===== config.mk =====
export PLATFORM = sky130hd
export DESIGN_NAME = bcd_sub_serial
export DESIGN_NICKNAME = d
export VERILOG_FILES = /design/src/rtl/bcd_pkg.sv /design/src/rtl/bcd_digit_sub.sv /design/src/rtl/bcd_sub_serial.sv
export SDC_FILE = /design/constraint.sdc
export NUM_CORES = 1
export LEC_CHECK = 0
export ABC_AREA = 0
export CAP_MARGIN = 20
export CORE_MARGIN = 5
export CORE_UTILIZATION = 48
export CTS_CLUSTER_DIAMETER = 100
export CTS_CLUSTER_SIZE = 30
export DETAILED_ROUTE_END_ITERATION = 8
export PLACE_DENSITY_LB_ADDON = 0.3
export SETUP_SLACK_MARGIN = 0.5
export SYNTH_ARGS = -nofsm -noshare
export SYNTH_HDL_FRONTEND = slang
export SYNTH_SLANG_ARGS = --single-unit

===== constraint.sdc =====
create_clock -name clk -period 2.62 [get_ports clk]
set_input_delay 0.524 -clock clk [delete_from_list [all_inputs] [get_ports clk]]
set_output_delay 0.524 -clock clk [all_outputs]
set_load 0.05 [all_outputs]

===== src/rtl/bcd_pkg.sv =====
// Shared types and constants for the serial BCD arithmetic datapath.
package bcd_pkg;
   localparam int DIGIT_W = 4;
   localparam logic [DIGIT_W-1:0] BCD_MAX = 4'd9;

   typedef logic [DIGIT_W-1:0] digit_t;

   typedef enum logic [1:0] {
      IDLE = 2'd0,
      SUB  = 2'd1,
      NEG  = 2'd2,
      DONE = 2'd3
   } state_t;
endpackage


===== src/rtl/bcd_digit_sub.sv =====
// One BCD digit of x - y - bi, combinational; result wraps modulo 10 with borrow-out.
module bcd_digit_sub
   import bcd_pkg::*;
(
   input  logic [DIGIT_W-1:0] x,
   input  logic [DIGIT_W-1:0] y,
   input  logic               bi,
   output logic [DIGIT_W-1:0] d,
   output logic               bo
);
   logic signed [4:0] t;
   logic signed [4:0] t_wrap;

   always_comb begin
      t      = $signed({1'b0, x}) - $signed({1'b0, y}) - $signed({4'b0000, bi});
      t_wrap = t + 5'sd10;
      bo     = 1'b0;
      d      = t[3:0];
      if (t < 5'sd0) begin
         bo = 1'b1;
         d  = t_wrap[3:0];
      end
   end
endmodule


===== src/rtl/bcd_sub_serial.sv =====
// Digit-serial BCD subtractor A - B - bin, LSD first; a negative raw result gets a
// second serial pass (0 - raw) so diff is always a magnitude, with neg carrying the sign.
module bcd_sub_serial
   import bcd_pkg::*;
#(
   parameter int DIGITS = 4
) (
   input  logic                  clk,
   input  logic                  rst,
   input  logic                  start,
   input  logic [4*DIGITS-1:0]   a,
   input  logic [4*DIGITS-1:0]   b,
   input  logic                  bin,
   output logic                  busy,
   output logic                  done,
   output logic [4*DIGITS-1:0]   diff,
   output logic                  neg,
   output logic                  bout,
   output logic                  err
);
   localparam int W     = DIGIT_W * DIGITS;
   localparam int CNT_W = (DIGITS > 1) ? $clog2(DIGITS) : 1;
   localparam logic [CNT_W-1:0] LAST = CNT_W'(DIGITS - 1);

   state_t           state_q, state_d;
   logic [W-1:0]     a_q, a_d, b_q, b_d;
   logic [W-1:0]     res_q, res_d, diff_q, diff_d;
   logic [CNT_W-1:0] cnt_q, cnt_d;
   logic             brw_q, brw_d;
   logic             neg_q, neg_d, bout_q, bout_d, err_q, err_d;

   logic [DIGIT_W-1:0] dig_x, dig_y, dig_d;
   logic               dig_bo;
   logic               bad_digit;
   logic [W-1:0]       res_shift;

   always_comb begin
      bad_digit = 1'b0;
      for (int i = 0; i < DIGITS; i++) begin
         if (a[DIGIT_W*i +: DIGIT_W] > BCD_MAX || b[DIGIT_W*i +: DIGIT_W] > BCD_MAX)
            bad_digit = 1'b1;
      end
   end

   // The NEG pass reuses the digit subtractor as 0 - raw digit.
   always_comb begin
      dig_x = (state_q == NEG) ? '0 : a_q[DIGIT_W-1:0];
      dig_y = (state_q == NEG) ? res_q[DIGIT_W-1:0] : b_q[DIGIT_W-1:0];
   end

   bcd_digit_sub u_digit (
      .x  (dig_x),
      .y  (dig_y),
      .bi (brw_q),
      .d  (dig_d),
      .bo (dig_bo)
   );

   assign res_shift = (res_q >> DIGIT_W) | (W'(dig_d) << (W - DIGIT_W));

   always_comb begin
      state_d = state_q;
      a_d     = a_q;
      b_d     = b_q;
      res_d   = res_q;
      diff_d  = diff_q;
      cnt_d   = cnt_q;
      brw_d   = brw_q;
      neg_d   = neg_q;
      bout_d  = bout_q;
      err_d   = err_q;
      case (state_q)
         IDLE: begin
            if (start) begin
               a_d     = a;
               b_d     = b;
               brw_d   = bin;
               res_d   = '0;
               cnt_d   = '0;
               neg_d   = 1'b0;
               bout_d  = 1'b0;
               err_d   = bad_digit;
               if (bad_digit) begin
                  diff_d  = '0;
                  state_d = DONE;
               end else begin
                  state_d = SUB;
               end
            end
         end
         SUB: begin
            a_d   = a_q >> DIGIT_W;
            b_d   = b_q >> DIGIT_W;
            res_d = res_shift;
            brw_d = dig_bo;
            cnt_d = cnt_q + 1'b1;
            if (cnt_q == LAST) begin
               cnt_d  = '0;
               bout_d = dig_bo;
               if (dig_bo) begin
                  neg_d   = 1'b1;
                  brw_d   = 1'b0;
                  state_d = NEG;
               end else begin
                  diff_d  = res_shift;
                  state_d = DONE;
               end
            end
         end
         NEG: begin
            res_d = res_shift;
            brw_d = dig_bo;
            cnt_d = cnt_q + 1'b1;
            if (cnt_q == LAST) begin
               cnt_d   = '0;
               diff_d  = res_shift;
               state_d = DONE;
            end
         end
         DONE: state_d = IDLE;
         default: state_d = IDLE;
      endcase
   end

   always_ff @(posedge clk) begin
      if (rst) begin
         state_q <= IDLE;
         a_q     <= '0;
         b_q     <= '0;
         res_q   <= '0;
         diff_q  <= '0;
         cnt_q   <= '0;
         brw_q   <= 1'b0;
         neg_q   <= 1'b0;
         bout_q  <= 1'b0;
         err_q   <= 1'b0;
      end else begin
         state_q <= state_d;
         a_q     <= a_d;
         b_q     <= b_d;
         res_q   <= res_d;
         diff_q  <= diff_d;
         cnt_q   <= cnt_d;
         brw_q   <= brw_d;
         neg_q   <= neg_d;
         bout_q  <= bout_d;
         err_q   <= err_d;
      end
   end

   assign busy = (state_q != IDLE);
   assign done = (state_q == DONE);
   assign diff = diff_q;
   assign neg  = neg_q;
   assign bout = bout_q;
   assign err  = err_q;
endmodule


==> impl_metrics.py, run 1 <==
metrics = {
    "routing": {
        "detail_route.wl_per_cell_um": 16.0,
        "wl_met2_um": 4370,
        "wl_met1_um": 3840,
        "drtIter0Drc": 193,
        "highest_layer": "met4",
        "antenna_left": 0,
        "via_per_inst": 5.57,
        "wl_met3_um": 345,
        "first_pass_iters": 5,
        "vias": 3042,
        "drt-total-wl_um": 8750,
        "drc": 0,
    },
    "yosys": {
        "seq_area_frac_synth": 0.410,
        "ys_ff_latch": 72,
        "synthSimpleGateAreaFrac": 0.147,
        "synthMuxAreaShare": 0.0836,
        "ys_types": 47,
        "ys.flop_type": "dfxtp_1",
        "synth_top_family_by_area": "compound AO/OA/AOI/OAI gates",
        "yosysWarnings": 0,
        "async_flop_share": 0,
        "synth_edf_count": 0,
        "syn_nets": 433,
        "yosysTopAreaCell": "dfxtp_1",
        "synth_top_area_frac": 0.410,
        "synth.avg_cell_area_um2": 9.14,
        "synth_area_um2": 3520,
        "synth_compound_area_frac": 0.244,
        "netlist_instances": 385,
        "synth_fa_ha_area_frac": 0.0469,
        "synthXorXnorAreaFrac": 0.0142,
        "synth_area_leaders": "dfxtp_1, mux2i_1, nor2_1, a211oi_1, a22oi_1",
    },
    "place": {
        "gp_congestion": 0.868,
        "hpwl_um": 6040,
        "io_buffers": 56,
    },
    "timing": {
        "slew_headroom": 0.626,
        "rsz0062_at_grt": "yes",
        "finClkSkew_ps": 5.61,
        "finalHoldViolCount": 0,
        "holdWs_ps": 458,
        "min_period_over_period": 0.955,
        "period_minus_slack_ps": 2500,
        "maxSlewViolCount": 0,
        "clock.fmax_mhz": 400,
        "setup_viol": 0,
        "worstMarginPinSlew_ps": 561,
    },
    "final_layout": {
        "postLayoutCoreUtil": 0.649,
        "final-seq-area_um2": 1450,
        "multi_input_area_um2": 2060,
        "diodes": 0,
        "fillCellCount": 591,
        "final_nets": 490,
        "drive_gt1_frac": 0.204,
        "syn2layout_area_growth_pct": 32.3,
    },
    "floorplan": {
        "placeableCoreArea_um2": 7180,
        "initial_core_util": 0.490,
        "fp-row-count": 31,
        "die_area_um2": 9140,
        "die-width_um": 95.6,
        "io_pins": 57,
        "dieHeight_um": 95.6,
    },
    "pwr": {
        "peakVddDrop_mv": 0.980,
        "swShare": 0.445,
        "power_frac_clock": 0.138,
        "pwr_density_cell_nw_per_um2": 1520,
        "leakagePower_nw": 1.68,
        "comb_power_share": 0.639,
        "p_switching_w": 0.00314,
        "internal_power_w": 0.00392,
        "p_seq_frac": 0.224,
    },
    "setup_path": {
        "cp-start-kind": "flip-flop",
        "critical_path_class": "reg2reg",
        "path_max_fanout": 6,
        "path_buf_inv": 2,
        "worst_path_max_delay_cell": "fa_2",
        "max_stage_delay_ps": 470,
        "end_kind": "flip-flop",
        "arrival_ps": 2790,
        "worstPathRequired_ps": 2910,
        "cp_cell_sequence": "inv_2 > ha_4 > mux2_4 > fa_2 > inv_2 > fa_2 > ha_4 > nand2_2 > a21oi_2 > o21bai_1 > mux2i_1",
        "critPathTopFamily": "adder cells",
    },
    "grt": {
        "grtUsageTotal": 0.202,
        "grt_max_degree": 49,
        "grt_pass1_vias": 2919,
        "overflow": 0,
        "antenna_found_initial": 0,
        "grt_pass1_wl_um": 14300,
    },
    "cts": {
        "cts_num_sinks": 72,
        "cts_hold_buffers": 0,
        "cts_tree": "done",
        "clk_path_buf_depth": 2,
        "path_clk_slew_ps": 80,
        "cts_root_buf": "clkbuf_8",
        "htree_levels": 3,
        "worstSkewPairLatency_ps": 360,
        "cts_buffers": 9,
    },
    "flow_run": {
        "drv_cap": 0,
    },
    "hold_path": {
        "min_path_type": "reg2reg",
    },
    "status": {
        "status": "finished, final reports clean",
    },
}
-- final cells by class --
type                       count  area share
inverter                       9     0.00806
timing repair buffer          77       0.165
clock buffer                   9      0.0266
multi-input combinational    273       0.442
tap                           99      0.0266
sequential                    72       0.311
clock inverter                 7      0.0207
-- power by group through the flow --
stage / sequential [W] / combinational [W] / clock (W)
final: 0.00158 / 0.00451 / 0.000972
after global routing: 0.00162 / 0.00488 / 0.00104
after CTS: 0.00157 / 0.00421 / 0.000987
after detailed placement: 0.00159 / 0.00375 / 0
after global placement: 0.00158 / 0.00365 / 0
after floorplan: 0.00166 / 0.00298 / 0
-- stage by stage --
step	setup WS, ps	cells	power, W	cell area [µm²]	setup TNS (ps)
2_1_floorplan	87.9	385	0.00463	3580	0
3_3_place_gp	103	519	0.00524	4200	0
3_5_place_dp	-6.96	519	0.00534	4200	-6.96
4_1_cts	120	543	0.00677	4550	0
5_1_grt	-3.89	546	0.00753	4660	-3.89
6_report	118	546	0.00706	4660	0
-- cell usage after synthesis (2+ instances only) --
library cell  number
fa_1               2
buf_6              2
mux2_2             3
xnor2_1            2
nor2b_1            4
a21oi_1           27
ha_1              10
buf_2             13
nand4_1           17
o21bai_1           3
inv_1              9
buf_4              3
nor2_1            62
o21ai_1           10
o21ai_0           15
nand2b_1           7
a211o_1            2
mux2i_1           26
a22oi_1           23
nand2_1            8
dfxtp_1           72
a211oi_1          25
and2_1             3
o31ai_1            2
clkbuf_1          13
-- layer usage --
metal,vias up,track usage
met3,17,0.0458
met4,0,0.0995
li1,1519,-
met5,-,0
met1,1441,0.252
met2,65,0.328
-- registers in the layout (all words and copies together), names as in the netlist --
name     cells
state_q      2
neg          1
cnt_q        2
err          1
bout         1
diff        16
brw_q        1
res_q       16
b_q         16
a_q         16
-- path summary, 6_finish.rpt --
check	slack, ps	endpoint	startpoint	cells past startpoint
max reg2reg	120	diff[14]	state_q[0]	11
min reg2reg	460	diff[4]	diff[4]	2
min	460	diff[4]	diff[4]	2
max	120	diff[14]	state_q[0]	11
-- kinds of logic (layout without fill, tap and decap cells) --
family / Yosys count / count (layout)
compound gates: 121 / 121
xor+xnor: 4 / 4
mux: 29 / 29
fa+ha+maj: 12 / 12
buf+inv: 40 / 102
simple gates: 107 / 107
flops: 72 / 72
-- cells in the final DEF (no fill, tap or decap), drive strengths merged, types with 2 or more instances in the layout --
| master | instances |
|---|---|
| a211o | 3 |
| nand2 | 8 |
| dfxtp | 72 |
| nand4 | 17 |
| fa | 2 |
| a22oi | 23 |
| ha | 10 |
| nor2b | 5 |
| and2 | 3 |
| buf | 23 |
| clkinvlp | 4 |
| clkinv | 2 |
| bufinv | 2 |
| nor2 | 62 |
| inv | 8 |
| xnor2 | 2 |
| o21ai | 25 |
| clkbuf | 9 |
| mux2i | 26 |
| a211oi | 25 |
| o21bai | 4 |
| o31ai | 3 |
| nand2b | 8 |
| mux2 | 3 |
| clkdlybuf4s50 | 53 |
| a21oi | 28 |
-- what timing repair did --
action                                  CTS  global route
setup buffers                             7             3
pin swaps                                 9            11
endpoints found under the setup margin   25            50
gates resized for setup                  17            23
gates cloned                              1             0
-- tightest hold or removal path: stages (launching register included) --
cell	delay [ps]
dfxtp_1	320
o21ai_2	50
a21oi_1	50
Power figures use the tool's default switching activity.
==> run 2: changes to the inputs <==
--- a/config.mk
+++ b/config.mk
@@ -12,6 +12,7 @@
 export CTS_CLUSTER_DIAMETER = 100
 export CTS_CLUSTER_SIZE = 30
 export DETAILED_ROUTE_END_ITERATION = 8
+export HOLD_SLACK_MARGIN = 0.05
 export PLACE_DENSITY_LB_ADDON = 0.3
 export SETUP_SLACK_MARGIN = 0.5
 export SYNTH_ARGS = -nofsm -noshare
==> results of run 2 <==
No change in the layout: final DEF, timing and power equal those of run 1.
==> run 3: changes to the inputs <==
--- a/config.mk
+++ b/config.mk
@@ -8,7 +8,7 @@
 export ABC_AREA = 0
 export CAP_MARGIN = 20
 export CORE_MARGIN = 5
-export CORE_UTILIZATION = 48
+export CORE_UTILIZATION = 35
 export CTS_CLUSTER_DIAMETER = 100
 export CTS_CLUSTER_SIZE = 30
 export DETAILED_ROUTE_END_ITERATION = 8
==> impl_metrics.py, run 3 (same netlist as run 1, synthesis figures left out) <==
metrics = {
    "routing": {
        "detail_route.wl_per_cell_um": 15.4,
        "antenna_left": 0,
        "drc": 0,
        "drt-total-wl_um": 8990,
        "vias": 3007,
        "drtIter0Drc": 164,
        "first_pass_iters": 4,
        "via_per_inst": 5.17,
    },
    "pwr": {
        "internal_power_w": 0.00401,
        "power_frac_clock": 0.136,
        "p_switching_w": 0.00313,
        "comb_power_share": 0.643,
        "p_seq_frac": 0.220,
        "peakVddDrop_mv": 0.741,
        "leakagePower_nw": 1.71,
        "swShare": 0.438,
        "pwr_density_cell_nw_per_um2": 1510,
    },
    "setup_path": {
        "critical_path_class": "reg2reg",
        "worst_path_max_delay_cell": "xor3_1",
        "r2r-start": "state_q[0]",
        "cp-start-kind": "flip-flop",
        "cp_cell_sequence": "inv_2 > ha_4 > mux2_4 > fa_2 > inv_2 > fa_2 > nand2b_4 > a21oi_2 > xor3_1 > a32oi_1 > nor2_1",
        "path_max_fanout": 6,
        "arrival_ps": 2770,
        "end_kind": "flip-flop",
        "critPathTopFamily": "adder cells",
        "critPathLaunch": "state_q[0]",
        "path_buf_inv": 2,
        "max_stage_delay_ps": 400,
        "worstPathRequired_ps": 2820,
    },
    "cts": {
        "htree_levels": 3,
        "cts_buffers": 9,
        "clk_path_buf_depth": 2,
        "cts_hold_buffers": 0,
        "path_clk_slew_ps": 80,
        "cts_tree": "done",
        "worstSkewPairLatency_ps": 350,
        "cts_num_sinks": 72,
        "cts_root_buf": "clkbuf_8",
    },
    "timing": {
        "finClkSkew_ps": 11.7,
        "maxSlewViolCount": 0,
        "worstMarginPinSlew_ps": 796,
        "clock.fmax_mhz": 389,
        "slew_headroom": 0.469,
        "min_period_over_period": 0.981,
        "holdWs_ps": 469,
        "tns_ps": 0,
        "period_minus_slack_ps": 2570,
        "setup_viol": 0,
        "finalHoldViolCount": 0,
        "rsz0062_at_grt": "yes",
    },
    "floorplan": {
        "die_area_um2": 12200,
        "io_pins": 57,
        "initial_core_util": 0.360,
        "fp-row-count": 36,
        "die-width_um": 110,
        "dieHeight_um": 110,
        "placeableCoreArea_um2": 9770,
    },
    "final_layout": {
        "final_cell_mix": "dfxtp_1, nor2_1, clkdlybuf4s50_1",
        "postLayoutCoreUtil": 0.483,
        "fillCellCount": 914,
        "final_common_cell": "dfxtp_1",
        "final-seq-area_um2": 1450,
        "drive_gt1_frac": 0.198,
        "multi_input_area_um2": 2050,
        "syn2layout_area_growth_pct": 34.1,
        "final_nets": 492,
        "diodes": 0,
        "fin_cells": 582,
    },
    "hold_path": {
        "min_path_type": "reg2reg",
        "min_from": "diff[6]",
    },
    "place": {
        "dpl.cell_count": 554,
        "hpwl_um": 6230,
        "gp_congestion": 0.804,
        "io_buffers": 56,
    },
    "grt": {
        "grt_pass1_vias": 2991,
        "antenna_found_initial": 0,
        "overflow": 0,
        "grt_pass1_wl_um": 14800,
        "grtUsageTotal": 0.157,
        "grt_max_degree": 49,
    },
    "status": {
        "status": "finished, final reports clean",
    },
    "flow_run": {
        "drv_cap": 0,
    },
}
run 3: final cells by class:
cell class                 instances  area share
clock buffer                      10      0.0292
clock inverter                     6      0.0175
inverter                           9     0.00795
multi-input combinational        273       0.435
sequential                        72       0.306
tap                              133      0.0353
timing repair buffer              79       0.169
run 3: worst reg2reg max path, cell delays in order (launching register included):
cell and delay, ps:
dfxtp_2 330, inv_2 70, ha_4 170, mux2_4 310, fa_2 330, inv_2 70
fa_2 200, nand2b_4 180, a21oi_2 60, xor3_1 400, a32oi_1 230, nor2_1 60
run 3: worst paths after layout:
path / slack (ps) / cells past startpoint / to
max reg2reg: 50 / 11 / res_q[13]
min: 470 / 2 / diff[6]
max: 50 / 11 / res_q[13]
min reg2reg: 470 / 2 / diff[6]
run 3: what timing repair did:
action                                  4_1_cts  5_1_grt
setup buffers                                 7        4
endpoints found under the setup margin       25       25
pin swaps                                     6        5
gates resized for setup                      16       19
cloned                                        1        0
run 3: routing by layer:
metal | vias up | wire length [µm] | global-route usage
li1 | 1525 | - | -
met1 | 1423 | 4030 | 0.201
met2 | 52 | 4540 | 0.260
met3 | 7 | 343 | 0.0349
met4 | 0 | 79 | 0.0563
met5 | - | 0 | 0
run 3: metrics by stage:
step | setup WS (ps) | power, W | area, µm²
final | 50.7 | 0.00715 | 4720
after global routing | -55.7 | 0.00766 | 4720
after CTS | 50.6 | 0.00694 | 4630
after detailed placement | -35.3 | 0.00542 | 4260
after global placement | 72.8 | 0.00534 | 4260
after floorplan | 87.9 | 0.00463 | 3580
run 3: power groups by stage:
stage,clock network [W],logic (W),registers [W]
2_1_floorplan,0,0.00298,0.00166
3_3_place_gp,0,0.00376,0.00158
3_5_place_dp,0,0.00383,0.00159
4_1_cts,0.00100,0.00436,0.00157
5_1_grt,0.00105,0.00500,0.00161
6_report,0.000975,0.00460,0.00157
